### config.mk
export PLATFORM = sky130hd
export DESIGN_NAME = uart_tx_io
export DESIGN_NICKNAME = d
export VERILOG_FILES = /design/src/rtl/uart_tx_io.sv
export SDC_FILE = /design/constraint.sdc
export NUM_CORES = 1
export LEC_CHECK = 0
export CORE_ASPECT_RATIO = 1.1
export CORE_MARGIN = 4
export CORE_UTILIZATION = 25
export CTS_CLUSTER_DIAMETER = 60
export DETAILED_ROUTE_END_ITERATION = 16
export SETUP_SLACK_MARGIN = 0.02
export SLEW_MARGIN = 15
export SYNTH_ARGS = -nofsm -noshare
export SYNTH_HDL_FRONTEND = slang
export SYNTH_SLANG_ARGS = --single-unit
### constraint.sdc
create_clock -name clock -period 7.4 [get_ports clock]
set_input_delay 1.48 -clock clock [delete_from_list [all_inputs] [get_ports clock]]
set_output_delay 1.48 -clock clock [all_outputs]
set_load 0.1 [all_outputs]
### src/rtl/uart_tx_io.sv
// ============================================================================
// Module      : uart_tx_io
// Description : Memory-mapped UART transmitter on the CPU IO bus. Bytes written
//               to DATA are queued in a FIFO and sent as 8N1 frames on tx.
//               Optional even parity (8E1) when UART_TX_PARITY_EN is defined.
// Revision    : 1.0 - initial release
// ============================================================================
`default_nettype none

module uart_tx_io #(
    parameter int BAUD_DIV   = 2396,
    parameter int FIFO_DEPTH = 8
) (
    input  logic        clock,
    input  logic        rst,
    input  logic        uartcs,
    input  logic        uartwrite,
    input  logic        uartread,
    input  logic [1:0]  uartaddr,
    input  logic [15:0] uart_wdata,
    output logic [15:0] uart_rdata,
    output logic        tx
);

    localparam int c_PTR_W  = $clog2(FIFO_DEPTH);
    localparam int c_BAUD_W = $clog2(BAUD_DIV);

    localparam logic [c_PTR_W:0]    c_DEPTH     = (c_PTR_W + 1)'(FIFO_DEPTH);
    localparam logic [c_PTR_W:0]    c_CNT_ONE   = (c_PTR_W + 1)'(1);
    localparam logic [c_PTR_W-1:0]  c_PTR_ONE   = c_PTR_W'(1);
    localparam logic [c_BAUD_W-1:0] c_BAUD_LAST = c_BAUD_W'(BAUD_DIV - 1);
    localparam logic [c_BAUD_W-1:0] c_BAUD_ONE  = c_BAUD_W'(1);

    typedef enum logic [2:0] {
        ST_IDLE   = 3'd0,
        ST_START  = 3'd1,
        ST_DATA   = 3'd2,
        ST_PARITY = 3'd3,
        ST_STOP   = 3'd4
    } state_t;

    state_t                r_state_q, w_state_d;
    logic [c_BAUD_W-1:0]   r_baud_q, w_baud_d;
    logic [2:0]            r_bit_q, w_bit_d;
    logic [7:0]            r_shift_q, w_shift_d;
    logic                  r_tx_q, w_tx_d;
    logic [c_PTR_W-1:0]    r_rd_ptr_q, w_rd_ptr_d;
    logic [c_PTR_W-1:0]    r_wr_ptr_q, w_wr_ptr_d;
    logic [c_PTR_W:0]      r_count_q, w_count_d;
    logic                  r_ovf_q, w_ovf_d;
    logic [7:0]            r_mem [FIFO_DEPTH];

    logic w_push, w_push_ok, w_pop, w_stat_rd, w_full, w_busy, w_baud_last;
    logic w_unused_wdata;

`ifdef UART_TX_PARITY_EN
    logic r_par_q, w_par_d;
`endif

    assign w_unused_wdata = ^uart_wdata[15:8];

    // Bus decode and FIFO bookkeeping
    always_comb begin
        w_push    = uartcs & uartwrite & (uartaddr == 2'b00);
        w_stat_rd = uartcs & uartread  & (uartaddr == 2'b10);
        w_full    = (r_count_q == c_DEPTH);
        w_push_ok = w_push & ~w_full;
        w_pop     = (r_state_q == ST_IDLE) & (r_count_q != '0);
        w_busy    = (r_state_q != ST_IDLE) | (r_count_q != '0);

        w_wr_ptr_d = w_push_ok ? r_wr_ptr_q + c_PTR_ONE : r_wr_ptr_q;
        w_rd_ptr_d = w_pop     ? r_rd_ptr_q + c_PTR_ONE : r_rd_ptr_q;

        w_count_d = r_count_q;
        if (w_push_ok && !w_pop) begin
            w_count_d = r_count_q + c_CNT_ONE;
        end else if (!w_push_ok && w_pop) begin
            w_count_d = r_count_q - c_CNT_ONE;
        end

        // A dropped push in the same cycle as a status read keeps the flag set
        if (w_push && w_full) begin
            w_ovf_d = 1'b1;
        end else if (w_stat_rd) begin
            w_ovf_d = 1'b0;
        end else begin
            w_ovf_d = r_ovf_q;
        end

        uart_rdata = w_stat_rd ? {13'b0, r_ovf_q, w_full, w_busy} : 16'h0000;
    end

    // Transmit FSM; tx_d carries the level for the state being entered
    always_comb begin
        w_state_d   = r_state_q;
        w_baud_d    = r_baud_q;
        w_bit_d     = r_bit_q;
        w_shift_d   = r_shift_q;
        w_tx_d      = r_tx_q;
        w_baud_last = (r_baud_q == c_BAUD_LAST);
`ifdef UART_TX_PARITY_EN
        w_par_d     = r_par_q;
`endif

        if (r_state_q != ST_IDLE) begin
            w_baud_d = w_baud_last ? '0 : r_baud_q + c_BAUD_ONE;
        end

        case (r_state_q)
            ST_IDLE: begin
                w_tx_d = 1'b1;
                if (w_pop) begin
                    w_shift_d = r_mem[r_rd_ptr_q];
                    w_state_d = ST_START;
                    w_baud_d  = '0;
                    w_tx_d    = 1'b0;
`ifdef UART_TX_PARITY_EN
                    w_par_d   = ^r_mem[r_rd_ptr_q];
`endif
                end
            end
            ST_START: begin
                if (w_baud_last) begin
                    w_state_d = ST_DATA;
                    w_bit_d   = 3'd0;
                    w_tx_d    = r_shift_q[0];
                end
            end
            ST_DATA: begin
                if (w_baud_last) begin
                    if (r_bit_q == 3'd7) begin
`ifdef UART_TX_PARITY_EN
                        w_state_d = ST_PARITY;
                        w_tx_d    = r_par_q;
`else
                        w_state_d = ST_STOP;
                        w_tx_d    = 1'b1;
`endif
                    end else begin
                        w_shift_d = {1'b0, r_shift_q[7:1]};
                        w_bit_d   = r_bit_q + 3'd1;
                        w_tx_d    = r_shift_q[1];
                    end
                end
            end
`ifdef UART_TX_PARITY_EN
            ST_PARITY: begin
                if (w_baud_last) begin
                    w_state_d = ST_STOP;
                    w_tx_d    = 1'b1;
                end
            end
`endif
            ST_STOP: begin
                if (w_baud_last) begin
                    w_state_d = ST_IDLE;
                    w_tx_d    = 1'b1;
                end
            end
            default: begin
                w_state_d = ST_IDLE;
                w_tx_d    = 1'b1;
            end
        endcase
    end

    always_ff @(posedge clock or posedge rst) begin
        if (rst) begin
            r_state_q  <= ST_IDLE;
            r_baud_q   <= '0;
            r_bit_q    <= '0;
            r_shift_q  <= '0;
            r_tx_q     <= 1'b1;
            r_rd_ptr_q <= '0;
            r_wr_ptr_q <= '0;
            r_count_q  <= '0;
            r_ovf_q    <= 1'b0;
        end else begin
            r_state_q  <= w_state_d;
            r_baud_q   <= w_baud_d;
            r_bit_q    <= w_bit_d;
            r_shift_q  <= w_shift_d;
            r_tx_q     <= w_tx_d;
            r_rd_ptr_q <= w_rd_ptr_d;
            r_wr_ptr_q <= w_wr_ptr_d;
            r_count_q  <= w_count_d;
            r_ovf_q    <= w_ovf_d;
        end
    end

`ifdef UART_TX_PARITY_EN
    always_ff @(posedge clock or posedge rst) begin
        if (rst) begin
            r_par_q <= 1'b0;
        end else begin
            r_par_q <= w_par_d;
        end
    end
`endif

    // Storage needs no reset: validity is tracked by the pointers and count
    always_ff @(posedge clock) begin
        if (w_push_ok) begin
            r_mem[r_wr_ptr_q] <= uart_wdata[7:0];
        end
    end

    assign tx = r_tx_q;

endmodule

`default_nettype wire

==> reports/metrics.csv, run 1 <==
metric,value,unit
status,"complete, no violations",
CP Data Required Time,5.92,ns
CTS H-tree lvls,3,
fin util,29.4,%
Die Y,150,um
DRC errors left,0,
clk_lat worst skew,0.34,ns
first-pass GRT wire length,13700,um
largest family of logic cells by synthesized area,multiplexers,
setup_tns,0,ns
period utilization,68.3,%
All-Layer GR Usage,8.72,%
Seq cells post-synth,102,
CP Capture Type,primary output,
detailed placer's ending HPWL,5480,um
max_cap viols,0,
"IR drop worst, VDD",0.175,mV
CTS buffer count,9,
warnings from Yosys,0,
WL met2,4390,um
"Cell Chain, Critical Path","clkdlybuf4s50_1, nor2b_1, nand3_1, nor2_1, clkdlybuf4s50_1",
skew final,0.0105,ns
slew margin rel.,35.2,%
Clock Tree Buf Depth,2,
vias in the first global route,2640,
Starting Density,25.6,%
Unique masters post-synth,45,
# nets final,385,
Routed WL,8290,um
Fmax,198,MHz
crit path launch,uartcs,
Crit path top cell by count,clkdlybuf4s50_1,
CP Max Fanout,4,
Arrival @ worst endpoint,3.58,ns
post-synthesis adder-cell area fraction,2.63,%
ys async rst share,37.3,%
CTS tree,built,
Worst path slowest cell,clkdlybuf4s50_1,
worst hold path class,flip-flop to flip-flop,
"most common cell after layout, fill and taps aside",edfxtp_1,
crit path to,uart_rdata[1],
post-synthesis xor/xnor area fraction,2.30,%
Antenna Cells,0,
Min Hold Slack,0.487,ns
RePlAce Congestion,0.748,
PostCTS Resize Cnt,0,
placed cell areas,4960,sq um
share of layout cells above drive strength 1,13.4,%
"Remaining Overflow, GRT",0,
R2R Setup Slk,4.43,ns
Synth Area in Compound Gates,5.58,%
# rows,51,
CP Launch Type,primary input,
I/O pins,40,
RSZ-0062 raised after global routing,no,
syn_area_per_cell,13.7,sq um
initial antenna violation count,0,
Die ar.,20500,sq um
DR vias,2593,
Final Max Tran Viols,0,
WL/cell,13.9,um
Final min period,5.06,ns
Pwr Density,346,nW/um^2
post-DR vias/cell,4.35,
Final ANT Viol Nets,0,
clock slew at reported path FFs,0.07,ns
Area growth syn-to-layout,14.9,%
final hold violation count,0,
most frequent cells in the layout,"edfxtp_1, dfrtp_1, nand2_1, o21ai_0, nor2_1",
Pleak,0.00190,uW
worst slew pin tran,0.968,ns
r2r startpoint,r_state_q[1],
"Cell Area, Synth",4570,sq um
"Top FF cell, synth",edfxtp_1,
Die X-Extent,137,um
met3 routed WL,286,um
Fillers,1821,
post-CTS setup buffers,0,
initial drt markers,178,
simple-gate share of the synthesized area,11.1,%
R2R cell count,11,
number of synthesized flops with an enable pin,64,
port bufs,18,
r2r endpoint,r_count_q[3],
pin count of the biggest net entering global routing,39,
"slowest stage delay, CP",1.14,ns
Root Buffer,clkbuf_16,
metal1 wirelength,3500,um
design area,5260,sq um
hold depth,2,
Cells after Synth,335,
core area,17900,sq um
CP Class,primary input to primary output,
# hold bufs at CTS,0,
Setup Viol. Count Final,0,
Pre-antenna DRT Iters,4,
Total Power,1820,uW
sequential area share after synthesis,62.8,%
number of clock sinks,102,
highest routed metal layer,met4,
multiplexer share of the synthesized area,11.3,%
==> routing by layer <==
layer | up-vias | track usage, %
li1 | 1232 | -
met1 | 1308 | 10.5
met2 | 43 | 14.9
met3 | 10 | 1.82
met4 | 0 | 3.89
met5 | - | 0
==> state kept, by name, indices dropped and copies added (netlist names) <==
register / count
r_bit_q: 3
r_count_q: 4
r_mem: 64
tx: 1
r_baud_q: 12
r_state_q: 3
r_wr_ptr_q: 3
r_rd_ptr_q: 3
r_shift_q: 8
r_ovf_q: 1
==> worst max-delay path, delay by kind of cell <==
kind | cells | cell delay (ns)
buffers and inverters | 2 | 1.59
AND/OR/NAND/NOR | 3 | 0.50
==> per-stage QoR <==
step	std cells	worst slack, ns
2_1_floorplan	347	2.83
3_3_place_gp	580	2.37
3_5_place_dp	580	2.31
4_1_cts	596	2.31
5_1_grt	596	2.21
6_report	596	2.34
==> power by group <==
group / internal, uW / switching (uW)
logic: 256 / 286
registers: 691 / 128
clock network: 261 / 198
==> cells in the mapped netlist, drive strengths merged (2+ instances only) <==
library cell  count  share of area (%)
a21oi             8               0.88
and2              3               0.41
and3              4               0.55
buf              20                2.9
clkbuf            4               0.33
dfrtp            37                 20
edfxtp           64                 42
ha                8                2.2
inv              11               0.90
mux2              5                1.5
mux2i             9                2.0
mux4             16                7.9
nand2            35                2.9
nand2b            4               0.55
nand3             5               0.55
nand4             2               0.27
nor2             23                1.9
nor3             10                1.2
nor4              2               0.60
o21ai            34                3.7
or2               2               0.27
or3               3               0.41
xnor2             7                1.3
xor2              5               0.96
==> area by class of cell <==
class                      instances  area (sq um)  area share [%]
clock inverter                     6          60.1            1.14
multi-input combinational        210          1560            29.8
sequential                       102          2880            54.7
timing repair buffer              19           188            3.57
inverter                          11          41.3           0.786
clock buffer                      10           229            4.36
tap                              238           298            5.67
==> worst min-delay path by stage <==
stage          slack (ns)          from            to
2_1_floorplan        0.44  r_shift_q[2]  r_shift_q[2]
3_3_place_gp         0.46  r_shift_q[2]  r_shift_q[2]
3_5_place_dp         0.48  r_shift_q[6]  r_shift_q[6]
4_1_cts              0.49  r_shift_q[6]  r_shift_q[6]
5_1_grt              0.53  r_shift_q[6]  r_shift_q[6]
6_report             0.49  r_shift_q[4]  r_shift_q[4]
==> cells by family (layout without fill, tap and decap cells) <==
logic type	Yosys count	after routing
AOI/OAI and AO/OA	47	47
and+or+nand+nor	99	99
adders and majority gates	9	9
xor gates and xnor gates	12	12
DFF	102	102
other	1	13
muxes	30	30
buffers and inverters	35	46
Note: power is estimated with default switching activity, not from simulation.
==> run 2, diff against run 1 <==
clock period = 4.9 ns   (was 7.4 ns; I/O delays follow)
==> run 2 against run 1 <==
Net effect: clock skew shrank 0.0022 ns; critical path depth is the same; sequential share of layout area shrank 0.72 points; routed wire length grew 1.3%; flip-flop and latch count is the same; sequential power grew 51%; largest cell class unchanged; core utilization grew 0.39 points; register-to-register slack lost 2.5 ns; clock power grew 82%; die area is the same; highest routed layer unchanged; cell area grew 1.3%; largest power group unchanged.
==> reports/metrics.csv, run 2 (synthesized netlist as in run 1, its figures left out) <==
metric,value,unit,change
Die X-Extent,137,um,unchanged
All-Layer GR Usage,8.79,%,+0.074 points
Final min period,3.24,ns,
port bufs,18,,unchanged
Arrival @ worst endpoint,2.26,ns,-1.32 ns
skew final,0.00825,ns,-0.00224 ns
DRC errors left,0,,unchanged
RePlAce Congestion,0.775,,+3.7%
worst hold path class,flip-flop to flip-flop,,
worst slew pin tran,1.01,ns,+0.0417 ns
Post-Place Setup Slack,1.28,ns,-1.03 ns
Hold Path End,r_shift_q[0],,
detailed placer's ending HPWL,5540,um,+1.1%
# rows,51,,unchanged
setup_tns,0,ns,unchanged
share of layout cells above drive strength 1,15.2,%,+1.8 points
WL/cell,14.0,um,+0.83%
I/O pins,40,,unchanged
r2r startpoint,r_state_q[1],,
R2R Setup Slk,1.93,ns,-2.50 ns
# hold bufs at CTS,0,,unchanged
first-pass GRT wire length,13700,um,+0.26%
period utilization,66.1,%,
Die ar.,20500,sq um,unchanged
Root Buffer,clkbuf_16,,
CP Data Required Time,3.92,ns,-2.00 ns
CTS tree,built,,
setup slack after layout,1.66,ns,-0.683 ns
Min Hold Slack,0.493,ns,+0.00618 ns
post-DR vias/cell,4.30,,-1.2%
Pre-antenna DRT Iters,4,,unchanged
most frequent cells in the layout,"edfxtp_1, dfrtp_1, nand2_1, o21ai_0, nor2_1",,
Final Max Tran Viols,0,,unchanged
RSZ-0062 raised after global routing,no,,
r2r endpoint,r_count_q[3],,
hold depth,2,,unchanged
CP Launch Type,primary input,,
max reg flops,64,,unchanged
clock slew at reported path FFs,0.07,ns,about the same
Die Y,150,um,unchanged
slew margin rel.,32.4,%,-2.8 points
vias in the first global route,2681,,+1.6%
largest reg by FF count,r_mem,,
Fmax,309,MHz,
CP Class,primary input to primary output,,
status,"complete, no violations",,
Hold Startpoint,r_shift_q[0],,
PostCTS Resize Cnt,0,,unchanged
Routed WL,8400,um,+1.3%
clk_lat worst skew,0.36,ns,+0.02 ns
pin count of the biggest net entering global routing,39,,unchanged
max_cap viols,0,,unchanged
Starting Density,25.6,%,unchanged
core area,17900,sq um,unchanged
CTS H-tree lvls,3,,unchanged
biggest regs,"r_mem: 64 flops, r_baud_q: 12 flops, r_shift_q: 8 flops",,
R2R cell count,11,,unchanged
Pwr Density,543,nW/um^2,+57%
Antenna Cells,0,,unchanged
final hold violation count,0,,unchanged
initial drt markers,128,,-28%
CP Capture Type,primary output,,
number of clock sinks,102,,unchanged
CTS buffer count,9,,unchanged
Pleak,0.00195,uW,+2.6%
post-CTS setup buffers,0,,unchanged
Area growth syn-to-layout,16.4,%,
"Remaining Overflow, GRT",0,,unchanged
Setup Viol. Count Final,0,,unchanged
Final ANT Viol Nets,0,,unchanged
initial antenna violation count,0,,unchanged
# nets final,388,,+0.78%
"IR drop worst, VDD",0.257,mV,+47%
DR vias,2574,,-0.73%
"most common cell after layout, fill and taps aside",edfxtp_1,,
fin util,29.8,%,+0.39 points
Clock Tree Buf Depth,2,,unchanged
CP Max Fanout,4,,unchanged
==> run 2: cell count changes in the layout (fill, tap and decap cells not counted), sizes merged <==
cell	change
inv	+1
clkinv	-2
buf	+6
bufinv	+2
clkdlybuf4s50	-3
clkbuf	-1
==> run 2: critical path, cell delays in order <==
cell and delay [ns]:
clkdlybuf4s50_1 0.46, nor2b_1 0.25, nand3_1 0.16, nor2_1 0.12, buf_4 0.30
==> run 2: power by group <==
group	internal (uW)	switching [uW]	leakage, uW
logic	389	435	0.000729
clock network	507	326	0.000170
registers	1040	194	0.00106
total	1940	955	0.00195
==> run 2: how the worst max path moves through the flow <==
stage	start	to	slack (ns)	cells after the start
4_1_cts	uartcs	r_count_q[3]	1.65	12
3_3_place_gp	uartcs	r_count_q[3]	1.33	12
3_5_place_dp	uartcs	r_count_q[3]	1.28	12
2_1_floorplan	uartcs	uart_rdata[0]	1.33	3
5_1_grt	uartcs	r_count_q[3]	1.44	12
6_report	uartcs	uart_rdata[1]	1.66	5
==> run 2: final cells by class <==
type | count | area, sq um
clock inverter | 7 | 129
inverter | 11 | 41.3
timing repair buffer | 22 | 203
sequential | 102 | 2880
tap | 238 | 298
multi-input combinational | 210 | 1550
clock buffer | 9 | 225
fill | 1808 | 12500
==> run 2: layer usage <==
layer	global-route usage [%]	part of all wire (%)
met1	10.3	43
met5	0	0
met2	15.2	52
met4	3.44	1.4
met3	2.35	3.5
==> run 2: per-stage QoR <==
step,instances,total power (uW),area [sq um]
after detailed placement,583,2090,4970
after floorplan,347,1910,4620
after global placement,583,2050,4970
after global routing,599,3090,5330
after CTS,599,2930,5320
final,599,2890,5330
==> run 3, diff against run 2 <==
clock period = 3.05 ns   (was 4.9 ns; I/O delays follow)
==> run 3 against run 2 <==
Net effect: global-route usage shrank 0.063 points; sequential power grew 55%; via count up 0.78%; cell area increased by 0.68%; combinational power increased by 72%; core utilization rose by 0.20 points; register-to-register slack lost 1.8 ns; cell count grew 1.5%; largest cell class unchanged; highest routed layer unchanged; setup slack worse by 1.5 ns; critical endpoint is now r_count_q[3]; count of clock-buffer cells in the layout is the same; total power increased by 54%; first-iteration DRC count up 70%.
==> reports/metrics.csv, run 3 (synthesized netlist as in run 1, its figures left out) <==
metric,value,unit,change
Area growth syn-to-layout,17.2,%,
Cell Int Power,2900,uW,+49%
worst hold path class,flip-flop to flip-flop,,
hold depth,2,,unchanged
final hold violation count,0,,unchanged
R2R cell count,11,,unchanged
"slowest stage delay, CP",0.58,ns,+0.12 ns
# rows,51,,unchanged
setup_tns,0,ns,unchanged
"IR drop worst, VDD",0.589,mV,+130%
CP Class,flip-flop to flip-flop,,
WP depth,11,,+6
Clock Tree Buf Depth,2,,unchanged
Hold Path End,r_shift_q[7],,
R2R Setup Slk,0.17,ns,-1.76 ns
clock slew at reported path FFs,0.07,ns,about the same
Final Max Tran Viols,0,,unchanged
port bufs,18,,unchanged
status,"complete, no violations",,
Die ar.,20500,sq um,unchanged
DRC errors left,0,,unchanged
detailed placer's ending HPWL,5700,um,+3.0%
"Remaining Overflow, GRT",0,,unchanged
Fmax,348,MHz,
initial drt markers,217,,+70%
Die X-Extent,137,um,unchanged
CP Launch Type,flip-flop,,
setup slack after layout,0.175,ns,-1.48 ns
most frequent cells in the layout,"edfxtp_1, dfrtp_1, nand2_1, o21ai_0, nor2_1",,
combinational share of power,31.9,%,+3.4 points
Final min period,2.88,ns,
Pleak,0.00198,uW,+1.6%
Clk pwr share,25.0,%,-3.8 points
RePlAce Congestion,0.772,,-0.43%
Final ANT Viol Nets,0,,unchanged
period utilization,94.3,%,
pin count of the biggest net entering global routing,39,,unchanged
largest reg by FF count,r_mem,,
biggest regs,"r_mem: 64 flops, r_baud_q: 12 flops, r_shift_q: 8 flops",,
CTS H-tree lvls,3,,unchanged
"CP delay by family, top",simple AND/OR/NAND/NOR gates,,
share of layout cells above drive strength 1,17.3,%,+2.1 points
Setup Viol. Count Final,0,,unchanged
Arrival @ worst endpoint,3.11,ns,+0.85 ns
worst slew pin tran,0.832,ns,-0.178 ns
skew final,0.00335,ns,-0.00489 ns
Antenna Cells,0,,unchanged
number of clock sinks,102,,unchanged
All-Layer GR Usage,8.73,%,-0.063 points
Flop pwr share,43.1,%,+0.4 points
CP Data Required Time,3.28,ns,-0.64 ns
Pre-antenna DRT Iters,4,,unchanged
Die Y,150,um,unchanged
# nets final,397,,+2.3%
WL/cell,13.8,um,-1.4%
CTS buffer count,9,,unchanged
vias in the first global route,2784,,+3.8%
WP buf/inv,2,,unchanged
RSZ-0062 raised after global routing,no,,
first-pass GRT wire length,13700,um,-0.36%
CP Capture Type,flip-flop,,
# hold bufs at CTS,0,,unchanged
r2r startpoint,r_count_q[0],,
PostCTS Resize Cnt,0,,unchanged
max_cap viols,0,,unchanged
post-DR vias/cell,4.27,,-0.71%
DR vias,2594,,+0.78%
Net Sw Frac,34.9,%,+1.9 points
Root Buffer,clkbuf_16,,
Routed WL,8410,um,about the same
r2r endpoint,r_count_q[3],,
initial antenna violation count,0,,unchanged
max reg flops,64,,unchanged
clk_lat worst skew,0.35,ns,about the same
CTS tree,built,,
Worst path slowest cell,or4_1,,
Starting Density,25.6,%,unchanged
Hold Startpoint,r_shift_q[7],,
switching power,1550,uW,+62%
slew margin rel.,44.5,%,+12 points
CP Max Fanout,5,,+1
Pwr Density,830,nW/um^2,+53%
"most common cell after layout, fill and taps aside",edfxtp_1,,
post-CTS setup buffers,0,,unchanged
"Cell Chain, Critical Path","or4_1, and2_1, inv_1, ha_1, inv_1, ha_1, a21o_1, a21oi_1, xnor2_1, nor2_1, xor2_1",,
I/O pins,40,,unchanged
core area,17900,sq um,unchanged
Post-Place Setup Slack,0.0632,ns,-1.21 ns
[run 3: cell types whose count changed in the layout (fill, tap and decap cells not counted)]
cell             change
dfrtp_2              -1
clkdlybuf4s50_1      -1
buf_4                +7
inv_6                +2
buf_12               +3
clkinv_2             +1
bufinv_16            -3
inv_8                +1
dfrtp_1              +1
clkinv_4             -1
[run 3: final cells by class]
cell class	instances	area (sq um)
flip-flops and latches	102	2870
well taps	238	298
fillers	1820	12500
clock inverters	7	63.8
inverters	11	41.3
multi-input cells	210	1550
repair buffers	31	305
clock buffers	9	225
[run 3: worst max-delay path by stage]
| stage | startpoint | endpoint | slack, ns |
|---|---|---|---|
| 2_1_floorplan | r_state_q[2] | uart_rdata[0] | 0.22 |
| 3_3_place_gp | uartcs | r_count_q[3] | 0.14 |
| 3_5_place_dp | uartcs | r_count_q[3] | 0.06 |
| 4_1_cts | r_count_q[0] | r_count_q[3] | 0.17 |
| 5_1_grt | r_count_q[0] | r_count_q[3] | 0.02 |
| 6_report | r_count_q[0] | r_count_q[3] | 0.17 |
[run 3: stage by stage]
stage	instances	cell area [sq um]	hold WS [ns]	util, %	power (uW)
2_1_floorplan	347	4620	0.445	-	3060
3_3_place_gp	592	5070	0.458	28.4	3310
3_5_place_dp	592	5070	0.468	28.4	3390
4_1_cts	608	5360	0.481	30.0	4520
5_1_grt	608	5360	0.510	30.0	4760
6_report	608	5360	0.480	30.0	4450
[run 3: per-layer routing]
layer	GRT usage, %	routed length [um]	vias to the layer above
met5	0	0	-
met3	2.66	303	10
li1	-	-	1252
met4	2.99	130	0
met2	15.6	4350	43
met1	9.82	3620	1289
[run 3: power groups by stage]
stage	Combinational [uW]	Clock, uW	Sequential [uW]
2_1_floorplan	1200	0	1870
5_1_grt	1590	1210	1960
3_5_place_dp	1440	0	1950
3_3_place_gp	1380	0	1930
4_1_cts	1450	1150	1920
6_report	1420	1110	1920
[run 3: worst min-delay path, stage by stage, from the launching register on]
cell and delay, ns:
dfrtp_1 0.34, nand2_1 0.05, o21ai_0 0.06
